File: src/rtl/decode_pkg.sv
// Shared decode definitions: opcode class enum, immediate format enum,
// base opcode constants and the opcode-to-class/format mapping helpers.
package decode_pkg;

   typedef enum logic [3:0] {
      CLS_LUI       = 4'd0,
      CLS_AUIPC     = 4'd1,
      CLS_JAL       = 4'd2,
      CLS_JALR      = 4'd3,
      CLS_BRANCH    = 4'd4,
      CLS_LOAD      = 4'd5,
      CLS_STORE     = 4'd6,
      CLS_OP_IMM    = 4'd7,
      CLS_OP_IMM_32 = 4'd8,
      CLS_OP        = 4'd9,
      CLS_OP_32     = 4'd10,
      CLS_SYSTEM    = 4'd11,
      CLS_FENCE     = 4'd12,
      CLS_ILLEGAL   = 4'd15
   } id_class_e;

   typedef enum logic [2:0] {
      FMT_R,
      FMT_I,
      FMT_S,
      FMT_B,
      FMT_U,
      FMT_J
   } imm_fmt_e;

   localparam logic [6:0] OPC_LUI       = 7'b0110111;
   localparam logic [6:0] OPC_AUIPC     = 7'b0010111;
   localparam logic [6:0] OPC_JAL       = 7'b1101111;
   localparam logic [6:0] OPC_JALR      = 7'b1100111;
   localparam logic [6:0] OPC_BRANCH    = 7'b1100011;
   localparam logic [6:0] OPC_LOAD      = 7'b0000011;
   localparam logic [6:0] OPC_STORE     = 7'b0100011;
   localparam logic [6:0] OPC_OP_IMM    = 7'b0010011;
   localparam logic [6:0] OPC_OP_IMM_32 = 7'b0011011;
   localparam logic [6:0] OPC_OP        = 7'b0110011;
   localparam logic [6:0] OPC_OP_32     = 7'b0111011;
   localparam logic [6:0] OPC_SYSTEM    = 7'b1110011;
   localparam logic [6:0] OPC_FENCE     = 7'b0001111;

   // Full 7-bit match, so any compressed encoding (bits[1:0] != 11) lands in ILLEGAL.
   function automatic id_class_e opcode_class(input logic [6:0] opc);
      id_class_e cls;
      case (opc)
         OPC_LUI:       cls = CLS_LUI;
         OPC_AUIPC:     cls = CLS_AUIPC;
         OPC_JAL:       cls = CLS_JAL;
         OPC_JALR:      cls = CLS_JALR;
         OPC_BRANCH:    cls = CLS_BRANCH;
         OPC_LOAD:      cls = CLS_LOAD;
         OPC_STORE:     cls = CLS_STORE;
         OPC_OP_IMM:    cls = CLS_OP_IMM;
         OPC_OP_IMM_32: cls = CLS_OP_IMM_32;
         OPC_OP:        cls = CLS_OP;
         OPC_OP_32:     cls = CLS_OP_32;
         OPC_SYSTEM:    cls = CLS_SYSTEM;
         OPC_FENCE:     cls = CLS_FENCE;
         default:       cls = CLS_ILLEGAL;
      endcase
      return cls;
   endfunction

   function automatic imm_fmt_e class_format(input id_class_e cls);
      imm_fmt_e fmt;
      case (cls)
         CLS_LUI, CLS_AUIPC:                     fmt = FMT_U;
         CLS_JAL:                                fmt = FMT_J;
         CLS_BRANCH:                             fmt = FMT_B;
         CLS_STORE:                              fmt = FMT_S;
         CLS_JALR, CLS_LOAD, CLS_OP_IMM,
         CLS_OP_IMM_32, CLS_SYSTEM, CLS_FENCE:   fmt = FMT_I;
         default:                                fmt = FMT_R;
      endcase
      return fmt;
   endfunction

endpackage

File: src/rtl/imm_generator.sv
// Combinational field and immediate extraction for one 32-bit instruction.
module imm_generator
   import decode_pkg::*;
#(
   parameter int unsigned XLEN = 64
) (
   input  logic [31:0]     instr_i,
   output id_class_e       class_o,
   output logic            illegal_o,
   output logic [4:0]      rs1_o,
   output logic [4:0]      rs2_o,
   output logic [4:0]      rd_o,
   output logic [XLEN-1:0] imm_o,
   output logic [2:0]      funct3_o,
   output logic [6:0]      funct7_o,
   output logic            rs1_used_o,
   output logic            rs2_used_o
);

   id_class_e cls;
   imm_fmt_e  fmt;

   // Classify the opcode, then derive register fields and the sign-extended immediate.
   always_comb begin
      cls       = opcode_class(instr_i[6:0]);
      fmt       = class_format(cls);
      class_o   = cls;
      illegal_o = (cls == CLS_ILLEGAL) || (instr_i[1:0] != 2'b11);
      funct3_o  = instr_i[14:12];
      funct7_o  = instr_i[31:25];
      rs1_o     = instr_i[19:15];

      rs1_used_o = !(cls inside {CLS_LUI, CLS_AUIPC, CLS_JAL, CLS_FENCE, CLS_ILLEGAL});
      rs2_used_o = cls inside {CLS_BRANCH, CLS_STORE, CLS_OP, CLS_OP_32};
      rs2_o      = rs2_used_o ? instr_i[24:20] : 5'd0;

      rd_o = instr_i[11:7];
      if (cls inside {CLS_STORE, CLS_BRANCH, CLS_FENCE, CLS_ILLEGAL}) begin
         rd_o = 5'd0;
      end

      imm_o = '0;
      case (fmt)
         FMT_I: imm_o = {{(XLEN-12){instr_i[31]}}, instr_i[31:20]};
         FMT_S: imm_o = {{(XLEN-12){instr_i[31]}}, instr_i[31:25], instr_i[11:7]};
         FMT_B: imm_o = {{(XLEN-13){instr_i[31]}}, instr_i[31], instr_i[7],
                         instr_i[30:25], instr_i[11:8], 1'b0};
         FMT_U: imm_o = {{(XLEN-32){instr_i[31]}}, instr_i[31:12], 12'd0};
         FMT_J: imm_o = {{(XLEN-21){instr_i[31]}}, instr_i[31], instr_i[19:12],
                         instr_i[20], instr_i[30:21], 1'b0};
         default: imm_o = '0;
      endcase
   end

endmodule

File: src/rtl/instruction_decode_stage.sv
// Instruction decode stage: IF/ID handshake, one registered output stage,
// flush handling and an optional RAW scoreboard enabled by DECODE_SCOREBOARD_EN.
module instruction_decode_stage
   import decode_pkg::*;
#(
   parameter int unsigned XLEN = 64,
   parameter int unsigned ILEN = 32
) (
   input  logic            clk,
   input  logic            reset,
   input  logic            if_valid,
   output logic            if_ready,
   input  logic [XLEN-1:0] if_pc,
   input  logic [ILEN-1:0] if_instruction,
   input  logic            flush,
   output logic            id_valid,
   input  logic            id_ready,
   output logic [XLEN-1:0] id_pc,
   output logic [4:0]      id_rs1,
   output logic [4:0]      id_rs2,
   output logic [4:0]      id_rd,
   output logic [XLEN-1:0] id_imm,
   output logic [2:0]      id_funct3,
   output logic [6:0]      id_funct7,
   output id_class_e       id_class,
   output logic            id_illegal,
   input  logic            wb_valid,
   input  logic [4:0]      wb_rd
);

   id_class_e       dec_class;
   logic            dec_illegal;
   logic [4:0]      dec_rs1, dec_rs2, dec_rd;
   logic [XLEN-1:0] dec_imm;
   logic [2:0]      dec_funct3;
   logic [6:0]      dec_funct7;
   logic            dec_rs1_used, dec_rs2_used;

   logic            accept;
   logic            hazard_stall;

   logic            valid_q, valid_d;
   logic [XLEN-1:0] pc_q, pc_d;
   logic [4:0]      rs1_q, rs1_d, rs2_q, rs2_d, rd_q, rd_d;
   logic [XLEN-1:0] imm_q, imm_d;
   logic [2:0]      funct3_q, funct3_d;
   logic [6:0]      funct7_q, funct7_d;
   id_class_e       class_q, class_d;
   logic            illegal_q, illegal_d;

   imm_generator #(
      .XLEN(XLEN)
   ) u_imm_generator (
      .instr_i    (if_instruction[31:0]),
      .class_o    (dec_class),
      .illegal_o  (dec_illegal),
      .rs1_o      (dec_rs1),
      .rs2_o      (dec_rs2),
      .rd_o       (dec_rd),
      .imm_o      (dec_imm),
      .funct3_o   (dec_funct3),
      .funct7_o   (dec_funct7),
      .rs1_used_o (dec_rs1_used),
      .rs2_used_o (dec_rs2_used)
   );

   // Upstream ready: output slot free or draining, no flush, no RAW hazard, not in reset.
   always_comb begin
      if_ready = !reset && (!valid_q || id_ready) && !flush && !hazard_stall;
      accept   = if_valid && if_ready;
   end

   // Output register next state: flush beats accept, accept beats plain handoff.
   always_comb begin
      valid_d   = valid_q;
      pc_d      = pc_q;
      rs1_d     = rs1_q;
      rs2_d     = rs2_q;
      rd_d      = rd_q;
      imm_d     = imm_q;
      funct3_d  = funct3_q;
      funct7_d  = funct7_q;
      class_d   = class_q;
      illegal_d = illegal_q;
      if (flush) begin
         valid_d = 1'b0;
      end else if (accept) begin
         valid_d   = 1'b1;
         pc_d      = if_pc;
         rs1_d     = dec_rs1;
         rs2_d     = dec_rs2;
         rd_d      = dec_rd;
         imm_d     = dec_imm;
         funct3_d  = dec_funct3;
         funct7_d  = dec_funct7;
         class_d   = dec_class;
         illegal_d = dec_illegal;
      end else if (valid_q && id_ready) begin
         valid_d = 1'b0;
      end
   end

   // Output register with synchronous reset to all zeros.
   always_ff @(posedge clk) begin
      if (reset) begin
         valid_q   <= 1'b0;
         pc_q      <= '0;
         rs1_q     <= '0;
         rs2_q     <= '0;
         rd_q      <= '0;
         imm_q     <= '0;
         funct3_q  <= '0;
         funct7_q  <= '0;
         class_q   <= id_class_e'(4'd0);
         illegal_q <= 1'b0;
      end else begin
         valid_q   <= valid_d;
         pc_q      <= pc_d;
         rs1_q     <= rs1_d;
         rs2_q     <= rs2_d;
         rd_q      <= rd_d;
         imm_q     <= imm_d;
         funct3_q  <= funct3_d;
         funct7_q  <= funct7_d;
         class_q   <= class_d;
         illegal_q <= illegal_d;
      end
   end

`ifdef DECODE_SCOREBOARD_EN
   logic [31:0] pend_q, pend_d;
   logic [31:0] set_mask, clr_mask;

   // Stall when a source register actually read by the incoming instruction is pending.
   always_comb begin
      hazard_stall = (dec_rs1_used && pend_q[dec_rs1]) || (dec_rs2_used && pend_q[dec_rs2]);
   end

   // Pending mask update: clears applied first so a same-cycle set of the same rd wins;
   // a flush only retires the bit owned by the instruction sitting in the output register.
   always_comb begin
      set_mask = '0;
      clr_mask = '0;
      if (accept && (dec_rd != 5'd0)) begin
         set_mask[dec_rd] = 1'b1;
      end
      if (wb_valid) begin
         clr_mask[wb_rd] = 1'b1;
      end
      if (flush && valid_q) begin
         clr_mask[rd_q] = 1'b1;
      end
      pend_d    = (pend_q & ~clr_mask) | set_mask;
      pend_d[0] = 1'b0;
   end

   // Scoreboard register.
   always_ff @(posedge clk) begin
      if (reset) begin
         pend_q <= '0;
      end else begin
         pend_q <= pend_d;
      end
   end
`else
   logic unused_sb;

   assign hazard_stall = 1'b0;
   assign unused_sb    = ^{wb_valid, wb_rd, dec_rs1_used, dec_rs2_used};
`endif

   assign id_valid   = valid_q;
   assign id_pc      = pc_q;
   assign id_rs1     = rs1_q;
   assign id_rs2     = rs2_q;
   assign id_rd      = rd_q;
   assign id_imm     = imm_q;
   assign id_funct3  = funct3_q;
   assign id_funct7  = funct7_q;
   assign id_class   = class_q;
   assign id_illegal = illegal_q;

endmodule

File: config.mk
export PLATFORM = sky130hd
export DESIGN_NAME = instruction_decode_stage
export DESIGN_NICKNAME = d
export VERILOG_FILES = /design/src/rtl/decode_pkg.sv /design/src/rtl/imm_generator.sv /design/src/rtl/instruction_decode_stage.sv
export SDC_FILE = /design/constraint.sdc
export NUM_CORES = 1
export LEC_CHECK = 0
export ABC_AREA = 1
export BUFFER_PORTS_ARGS = -buffer_cell sky130_fd_sc_hd__buf_2
export CORE_UTILIZATION = 50
export DETAILED_ROUTE_END_ITERATION = 12
export HOLD_SLACK_MARGIN = 0.08
export PLACE_DENSITY = 0.86
export RECOVER_POWER = 25
export SLEW_MARGIN = 20
export SYNTH_ARGS = -nofsm -noshare
export SYNTH_HDL_FRONTEND = slang
export SYNTH_SLANG_ARGS = --single-unit
File: constraint.sdc
create_clock -name clk -period 4.7 [get_ports clk]
set_clock_uncertainty 0.15 [all_clocks]
set_input_delay 0.705 -clock clk [delete_from_list [all_inputs] [get_ports clk]]
set_output_delay 0.705 -clock clk [all_outputs]
set_load 0.005 [all_outputs]
* Word level (Yosys, flattened, before mapping)
Memory sizes are Yosys's and may differ from the RTL's.
Cells that the tools add are included.
** Word-level totals
- Register bits after elaboration :: 159
- Bits in read-only memories :: 48
- Output and inout port bits :: 160
- Word-level logic and storage cells :: 57
- Memories kept :: 1
** Operators by class
- Equality and inequality tests :: 25
- Multiplexer cells :: 6
- Bitwise gates (word level) :: 1
- Reduce and logical (&&, ||, !) cells :: 14
** Memories
- (name not given) :: depth 16, width 3, rd ports 1, clocked after Yosys merged registers in 0, wr ports 0, line decode_pkg.sv:69 : case (cls)
** Operators with widths (count)
- 64-bit one-hot mux with 5 select lines :: 1
- 4-bit one-hot mux with 13 select lines :: 1
- 7-bit by 6-bit == test with 1-bit output (second input constant) :: 4
- 7-bit == test (second input constant) :: 4
- 7-bit by 5-bit == test with 1-bit output (second input constant) :: 3
- 4-bit == test (second input constant) :: 4
- 5-bit two-way mux :: 2
- 4-bit by 3-bit == test with 1-bit output (second input constant) :: 2
- 4-bit nonzero test :: 2
- 7-bit by 2-bit == test with 1-bit output (second input constant) :: 1
- 7-bit by 4-bit == test with 1-bit output (second input constant) :: 1
- 3-bit by 2-bit == test with 1-bit output (second input constant) :: 2
- 3-bit == test (second input constant) :: 2
- 1-bit logical AND :: 4
- 3-bit by 1-bit == test with 1-bit output (second input constant) :: 1
- 1-bit logical NOT :: 3
- 1-bit logical OR :: 2
- 1-bit two-way mux :: 2
- 2-bit inequality test (second input constant) :: 1
- 2-bit AND reduction :: 1
- 2-bit nonzero test :: 1
- 2-bit OR reduction :: 1
- 1-bit NOT :: 1

* Logic depth before layout (Yosys ltp)
Gate-level depths: netlist (run 1).
- Depth in word-level cells :: 6
- Depth in mapped cells :: 20
- Depth with buffers taken out :: 19

* Modules after synthesis
A second synthesis (run 1) with hierarchy kept.
** Unflattened totals
- Cell total of the unflattened synthesis :: 1623
- Area, all modules :: 9626.7 um2
** Modules (own cells, without submodules)
- instruction_decode_stage :: times used 1, cells an instance 1359, area each 8149.1 um2, sequential area each 3183.1 um2
- imm_generator :: times used 1, cells an instance 264, area each 1477.7 um2, sequential area each 0.0 um2

* Least setup slack after synthesis (run 1)
OpenSTA, ideal clock, no wires.
- Kind :: input port to flip-flop
- Start :: input port if_instruction[0]
- End :: register imm_q[30], in the netlist id_imm[30]
- Setup time :: 0.140 ns
- Arrival :: 2.484 ns
- Required time :: 4.410 ns
- Setup slack :: 1.926 ns
- Cell stages on the path :: 18
- Cells stage by stage :: nand2_2 > nor2_2 > nand2_1 > nand2_1 > nor2_2 > nand3_4 > nand2_1 > inv_1 > ha_1 > nand3_1 > nand2_1 > nand2_2 > nand3_4 > nand2_2 > buf_6 > nand2_1 > nand2_1 > a21oi_2
** On the way
- Longest elaborated chain between the ends :: 5
- Elaborated cells between the ends (all ways) :: 21
- Classes of those cells :: eq/ne: 18; mux: 2; memory: 1
** Ends and longest elaborated chain
- start, declared :: line instruction_decode_stage.sv:14 : input logic [ILEN-1:0] if_instruction,
- 7-bit by 4-bit == test with 1-bit output (tied with other cells) :: line decode_pkg.sv:48 : case (opc)
- 4-bit one-hot mux with 13 select lines (*) :: line decode_pkg.sv:48
- via dec_class[0] :: line instruction_decode_stage.sv:31 : id_class_e dec_class;
- memory read 16 x 3 bit (*)
- 3-bit == test (tied with other cells) :: line imm_generator.sv:43 : case (fmt)
- 64-bit one-hot mux with 5 select lines (*) :: line imm_generator.sv:43
- end signal, assigned :: line instruction_decode_stage.sv:122 : imm_q <= imm_d;
- end, declared :: line instruction_decode_stage.sv:45 : logic [XLEN-1:0] imm_q, imm_d;
Mark *: on every way through the listed nets, which the timed path passes. The rest lies on a longest branch.
A chain may end at the register's enable or synchronous reset.

* Final worst setup path (run 1)
- Start :: input port reset
- End :: register pc_q[27], in the netlist id_pc[27]
** On the way
- Longest elaborated chain between the ends :: 5
** Ends and longest elaborated chain
- start, declared :: line instruction_decode_stage.sv:10 : input logic reset,
- 1-bit logical NOT :: line instruction_decode_stage.sv:69 : if_ready = !reset && (!valid_q || id_ready) && !flush && !hazard_stall;
- 1-bit logical AND (2 in series) :: line instruction_decode_stage.sv:69
- 1-bit logical AND :: line instruction_decode_stage.sv:70 : accept = if_valid && if_ready;
- 2-bit AND reduction (no source line)
- end signal, assigned :: line instruction_decode_stage.sv:118 : pc_q <= pc_d;
- end, declared :: line instruction_decode_stage.sv:43 : logic [XLEN-1:0] pc_q, pc_d;
Several ways; a longest one is shown, not always the timed one.

==> flow_summary_export.csv, run 1 <==
group,metric,value,unit
place,portBuffers,260,
routing,dr.pass1.iters,7,
timing,setup_slack,1514,ps
critical_path,endpoint_kind,"flip-flop",
logic_synthesis,synth-seq-cells,127,
floorplan,num_rows,38,
power_and_ir_drop,switching_share,0.2464,
place,dpl_worst_slack,1454,ps
power_and_ir_drop,seq_power_share,0.417,
cts,hold_buffers,0,
cts,cts_setup_buffers,0,
cts,cts-resized-gates,0,
power_and_ir_drop,p_sw,660.7,uW
floorplan,initial_utilization,0.5122,
timing,finalSetupTns,0,ps
logic_synthesis,syn_area_per_cell,7.380,um^2
timing,hold_violations,0,
global_route,grt_overflow,0,
power_and_ir_drop,power.internal,2.021,mW
final_layout,syn_to_final_growth,30.33,%
routing,drc,0,
power_and_ir_drop,p_clk_frac,0.501,
power_and_ir_drop,p_per_area,372.2,nW/um^2
floorplan,die_w,107.1,um
floorplan,core_area,10790,um^2
timing,setup_viol,0,
critical_path,cp_slowest_cell,"inv_4",
power_and_ir_drop,irDropWorstVdd,0.3516,mV
logic_synthesis,synth_largest_area_cell,"dfxtp_1",
timing,max_freq,0.3139,GHz
critical_path,crit_chain,"buf_4, nor2_1, inv_1, nor2_1, nand2_1, inv_4, buf_12, nand2_1, a21oi_1",
logic_synthesis,syn_nets,860,
logic_synthesis,synth.distinct_cells,30,
final_layout,utilization,0.6675,
power_and_ir_drop,p_comb_frac,0.082,
critical_path,required,4990,ps
routing,via_per_inst,4.983,
global_route,grt_pass1_wl,23340,um
critical_path,worstSetupPathType,"in2reg",
cts,path_clk_slew,60,ps
global_route,grt_pass1_vias,5023,
final_layout,fin_nets,1070,
routing,ant_nets,0,
critical_path,path_max_fanout,66,
logic_synthesis,synth.area.top_cells,"dfxtp_1 (46%), nand2_1 (19%), a21oi_1 (10%), buf_4 (4.3%), nand3_1 (3.2%)",
logic_synthesis,synth_area,5528,um^2
worst_hold_path,hp-class,"in2reg",
timing,hold_slack,272.1,ps
final_layout,fin_cells,1112,
final_layout,stdcell_area,7204,um^2
routing,wl,15110,um
timing,drv_slew,0,
power_and_ir_drop,total_power,2.681,mW
logic_synthesis,ys_seq_area_frac,0.4599,
routing,wl_met2,7385,um
cts,root_buffer,"clkbuf_8",
cts,clock_path_buffers,2,
logic_synthesis,ys_warn_count,0,
final_layout,final_layout_size_suffix_gt1_frac,0.3128,
logic_synthesis,synth_top_area_frac,0.4599,
cts,cts.sinks,127,
final_layout,n_antenna_cell,0,
timing,fin_crit_sh,0.6778,
routing,highest_layer,"met4",
routing,dr_wl_met3,1121,um
critical_path,worstPathArrival,3470,ps
place,place_inst,1080,
flow_run,cap_violations,0,
critical_path,startpoint_type,"primary input",
place,gp_congestion,0.8089,
cts,cts_max_level,4,
timing,grt_setup_unrepaired,"false",
floorplan,pin_count,267,
cts,cts_tree,"yes",
routing,drt_iter0_markers,434,
place,placed_area,6655,um^2
status,status,"finished, final reports clean",
timing,tightest_slew,1378,ps
global_route,antenna_found_initial,0,
cts,cts_inserted_buffers,17,
timing,post-route-min-period,3186,ps
critical_path,critPathMaxStageDelay,930,ps
routing,wl_met1,6248,um
global_route,grt_max_degree,84,
global_route,grtUsageTotal,0.2583,
power_and_ir_drop,leakage,3.352,nW
timing,slew_headroom,0.07918,
floorplan,dieHeight,107.1,um
place,dp_hpwl,10090,um
logic_synthesis,synthCells,749,
routing,vias,5541,
floorplan,dieArea,11480,um^2
cts,insertion_delay,520,ps
routing,wire_per_inst,13.59,um
-- metal layers --
layer,GRT usage,up-vias
li1,-,2805
met2,0.4359,213
met5,0,-
met4,0.1037,0
met1,0.3061,2495
met3,0.07660,28
-- cell families after synthesis --
logic type | Yosys count | synth area share
AND/OR/NAND/NOR | 364 | 0.2881
buffers and inverters | 108 | 0.09710
adder cells (fa/ha/maj) | 4 | 0.009054
flip-flops | 127 | 0.4599
AO/OA/AOI/OAI | 146 | 0.1458
-- area by class of cell --
| type | instances | area [um^2] |
|---|---|---|
| clock inverters | 14 | 182.7 |
| repair buffers | 264 | 1292 |
| inverters | 35 | 135.1 |
| fillers | 962 | 3588 |
| flip-flops and latches | 127 | 2542 |
| clock buffers | 18 | 427.9 |
| well taps | 140 | 175.2 |
| multi-input cells | 514 | 2449 |
-- state kept, by name, summed over array words and instances, names as in the netlist --
register	flops
id_pc	64
id_imm	32
id_funct7	7
id_rd	5
id_rs1	5
id_rs2	5
id_class	4
id_funct3	3
id_illegal	1
id_valid	1
-- power by group through the flow --
stage	Sequential, mW	Clock (mW)	Combinational (mW)
2_1_floorplan	1.14	0	0.118
3_3_place_gp	1.14	0	0.219
3_5_place_dp	1.14	0	0.222
4_1_cts	1.12	1.36	0.223
5_1_grt	1.12	1.41	0.245
6_report	1.12	1.34	0.221
-- cells in the final DEF (no fill, tap or decap), drive strengths merged --
| cell type | synthesis | layout |
|---|---|---|
| inv | 34 | 37 |
| buf | 36 | 223 |
| o21ai | 16 | 16 |
| o21bai | 1 | 1 |
| a21oi | 122 | 122 |
| bufinv | 0 | 3 |
| nor3 | 1 | 1 |
| nor2 | 28 | 28 |
| nand2 | 291 | 291 |
| ha | 4 | 4 |
| o211ai | 6 | 6 |
| dfxtp | 127 | 127 |
| nand3 | 40 | 40 |
| nand4 | 4 | 4 |
| clkinv | 1 | 7 |
| clkinvlp | 0 | 2 |
| a31oi | 1 | 1 |
| clkbuf | 37 | 59 |
-- cell usage after synthesis --
cell / number
nand3_4: 4
nor2_4: 3
buf_1: 1
buf_2: 2
nor3_1: 1
nor2_2: 5
a21oi_2: 11
clkbuf_1: 37
inv_1: 27
o211ai_1: 6
o21bai_1: 1
a21oi_1: 111
nand4_4: 2
buf_4: 32
nor2_1: 20
dfxtp_1: 127
buf_6: 1
o21ai_1: 6
nand3_2: 1
inv_2: 7
ha_1: 4
clkinv_2: 1
o21ai_2: 4
o21ai_0: 6
nand4_1: 2
a31oi_1: 1
nand2_4: 3
nand2_2: 9
nand2_1: 279
nand3_1: 35
-- worst max-delay path: cells and delay by family --
kind                   cells  cell delay [ps]
AO/OA/AOI/OAI              1              170
buffers and inverters      4             1430
AND/OR/NAND/NOR            4             1080
-- path summary, 6_finish.rpt --
kind / cells after the start / endpoint / from / slack [ps]
setup / recovery: 9 / id_pc[27] / reset / 1510
setup reg to reg: 8 / id_pc[27] / id_valid / 1540
hold reg to reg: 2 / id_funct7[6] / id_funct7[6] / 300
hold / removal: 3 / id_pc[26] / if_pc[26] / 270
(Power assumes the default switching activity.)
==> run 2: changes to the inputs <==
Settings changed: CORE_UTILIZATION 50 to 42, PLACE_DENSITY 0.86 to 0.77.
Clock period 4.7 ns to 2.9 ns, I/O delays scaled along.
==> flow_summary_export.csv, run 2 (same netlist as run 1, synthesis figures left out) <==
group,metric,value,unit
cts,insertion_delay,410,ps
timing,finalSetupTns,0,ps
final_layout,multiInputGateArea,2456,um^2
critical_path,cp_slowest_cell,"buf_4",
critical_path,endpoint_kind,"flip-flop",
timing,post-route-min-period,2457,ps
final_layout,num-fill-cells,1281,
place,dpl_worst_slack,49.56,ps
final_layout,final_cell_mix,"nand2_1 (278), buf_2 (204), dfxtp_1 (127), a21oi_1 (111), clkbuf_1 (59)",
critical_path,worstSetupPathType,"reg2reg",
floorplan,dieHeight,116.7,um
critical_path,crit_chain,"inv_1, nor2_1, nor2_1, nand2_4, buf_4, buf_4, nand2_1, a21oi_1",
timing,setup_slack,443.5,ps
place,dp_hpwl,10400,um
timing,hold_violations,0,
final_layout,final_layout_size_suffix_gt1_frac,0.3002,
cts,cts_setup_buffers,0,
place,gp_congestion,0.9084,
floorplan,pin_count,267,
final_layout,fin_nets,1074,
final_layout,utilization,0.5705,
routing,vias,5433,
cts,hold_buffers,0,
critical_path,crit_buf_inv,3,
place,portBuffers,260,
critical_path,startpoint_type,"flip-flop",
power_and_ir_drop,leakage,3.322,nW
cts,cts_max_level,4,
flow_run,cap_violations,0,
critical_path,crit_family,"buffers and inverters",
timing,grt_setup_unrepaired,"false",
global_route,grt_overflow,0,
global_route,antenna_found_initial,2,
timing,fin_crit_sh,0.8471,
critical_path,path_max_fanout,72,
floorplan,initial_utilization,0.4345,
routing,wl,15130,um
final_layout,regArea,2542,um^2
power_and_ir_drop,p_per_area,582.8,nW/um^2
floorplan,num_rows,41,
power_and_ir_drop,irDropWorstVdd,0.6641,mV
cts,root_buffer,"clkbuf_16",
final_layout,fin_cells,1150,
timing,max_freq,0.4071,GHz
status,status,"finished, final reports clean",
cts,cts-resized-gates,0,
routing,wire_per_inst,13.16,um
floorplan,die_w,116.7,um
global_route,grt_max_degree,87,
floorplan,dieArea,13620,um^2
worst_hold_path,hp-class,"in2reg",
critical_path,critPathMaxStageDelay,670,ps
floorplan,core_area,12720,um^2
timing,setup_viol,0,
routing,drc,0,
global_route,grtUsageTotal,0.2158,
routing,dr.pass1.iters,4,
cts,cts.sinks,127,
global_route,grt_pass1_vias,4721,
timing,tightest_slew,961.4,ps
place,place_inst,1116,
final_layout,syn_to_final_growth,31.30,%
cts,clock_path_buffers,2,
routing,ant_nets,0,
timing,drv_slew,0,
critical_path,worstPathArrival,2640,ps
power_and_ir_drop,total_power,4.230,mW
final_layout,largest_reg_flops,64,
critical_path,required,3080,ps
cts,cts_tree,"yes",
routing,drt_iter0_markers,387,
cts,path_clk_slew,50,ps
timing,slew_headroom,0.3591,
final_layout,final_common_cell,"nand2_1",
cts,cts_inserted_buffers,17,
routing,via_per_inst,4.724,
global_route,grt_pass1_wl,22560,um
run 2: per-stage QoR:
| stage | hold slack [ps] | area, um^2 |
|---|---|---|
| 2_1_floorplan | 292.1 | 5528 |
| 3_3_place_gp | 286.4 | 6738 |
| 3_5_place_dp | 298.4 | 6738 |
| 4_1_cts | 100.5 | 7322 |
| 5_1_grt | 106.1 | 7256 |
| 6_report | 114.5 | 7258 |
run 2: layer usage:
layer  part of all wire  vias to the layer above  wire [um]  track usage
li1                   -                     2805          -            -
met1               0.42                     2419       6396       0.2551
met2               0.47                      179       7162       0.3523
met3              0.075                       30       1142      0.07161
met4              0.029                        0        432       0.1038
met5                  0                        -          0            0
run 2: path summary, 6_finish.rpt:
kind,endpoint,depth (start not counted),start,slack (ps)
hold / removal,id_pc[40],3,if_pc[40],110
hold reg to reg,id_funct7[6],2,id_funct7[6],300
setup reg to reg,id_pc[17],8,id_valid,440
setup / recovery,id_pc[17],8,id_valid,440
run 2: final cells by class:
type	instances	area share
diodes	2	0.0006895
clock buffers	28	0.07395
clock inverters	4	0.006551
inverters	35	0.01862
multi-input cells	514	0.3384
flip-flops and latches	127	0.3503
well taps	172	0.02965
repair buffers	268	0.1819
run 2: tightest hold or removal path, stage by stage:
cell and delay [ps]:
buf_2 90, nand2_1 50, a21oi_1 50
run 2: report_power, final:
group / internal, mW / leakage, nW / total (mW) / switching, mW
Sequential: 1.79 / 1.03 / 1.81 / 0.0228
Clock: 1.34 / 0.287 / 2.06 / 0.720
Combinational: 0.141 / 2.01 / 0.360 / 0.219
Total: 3.27 / 3.32 / 4.23 / 0.962
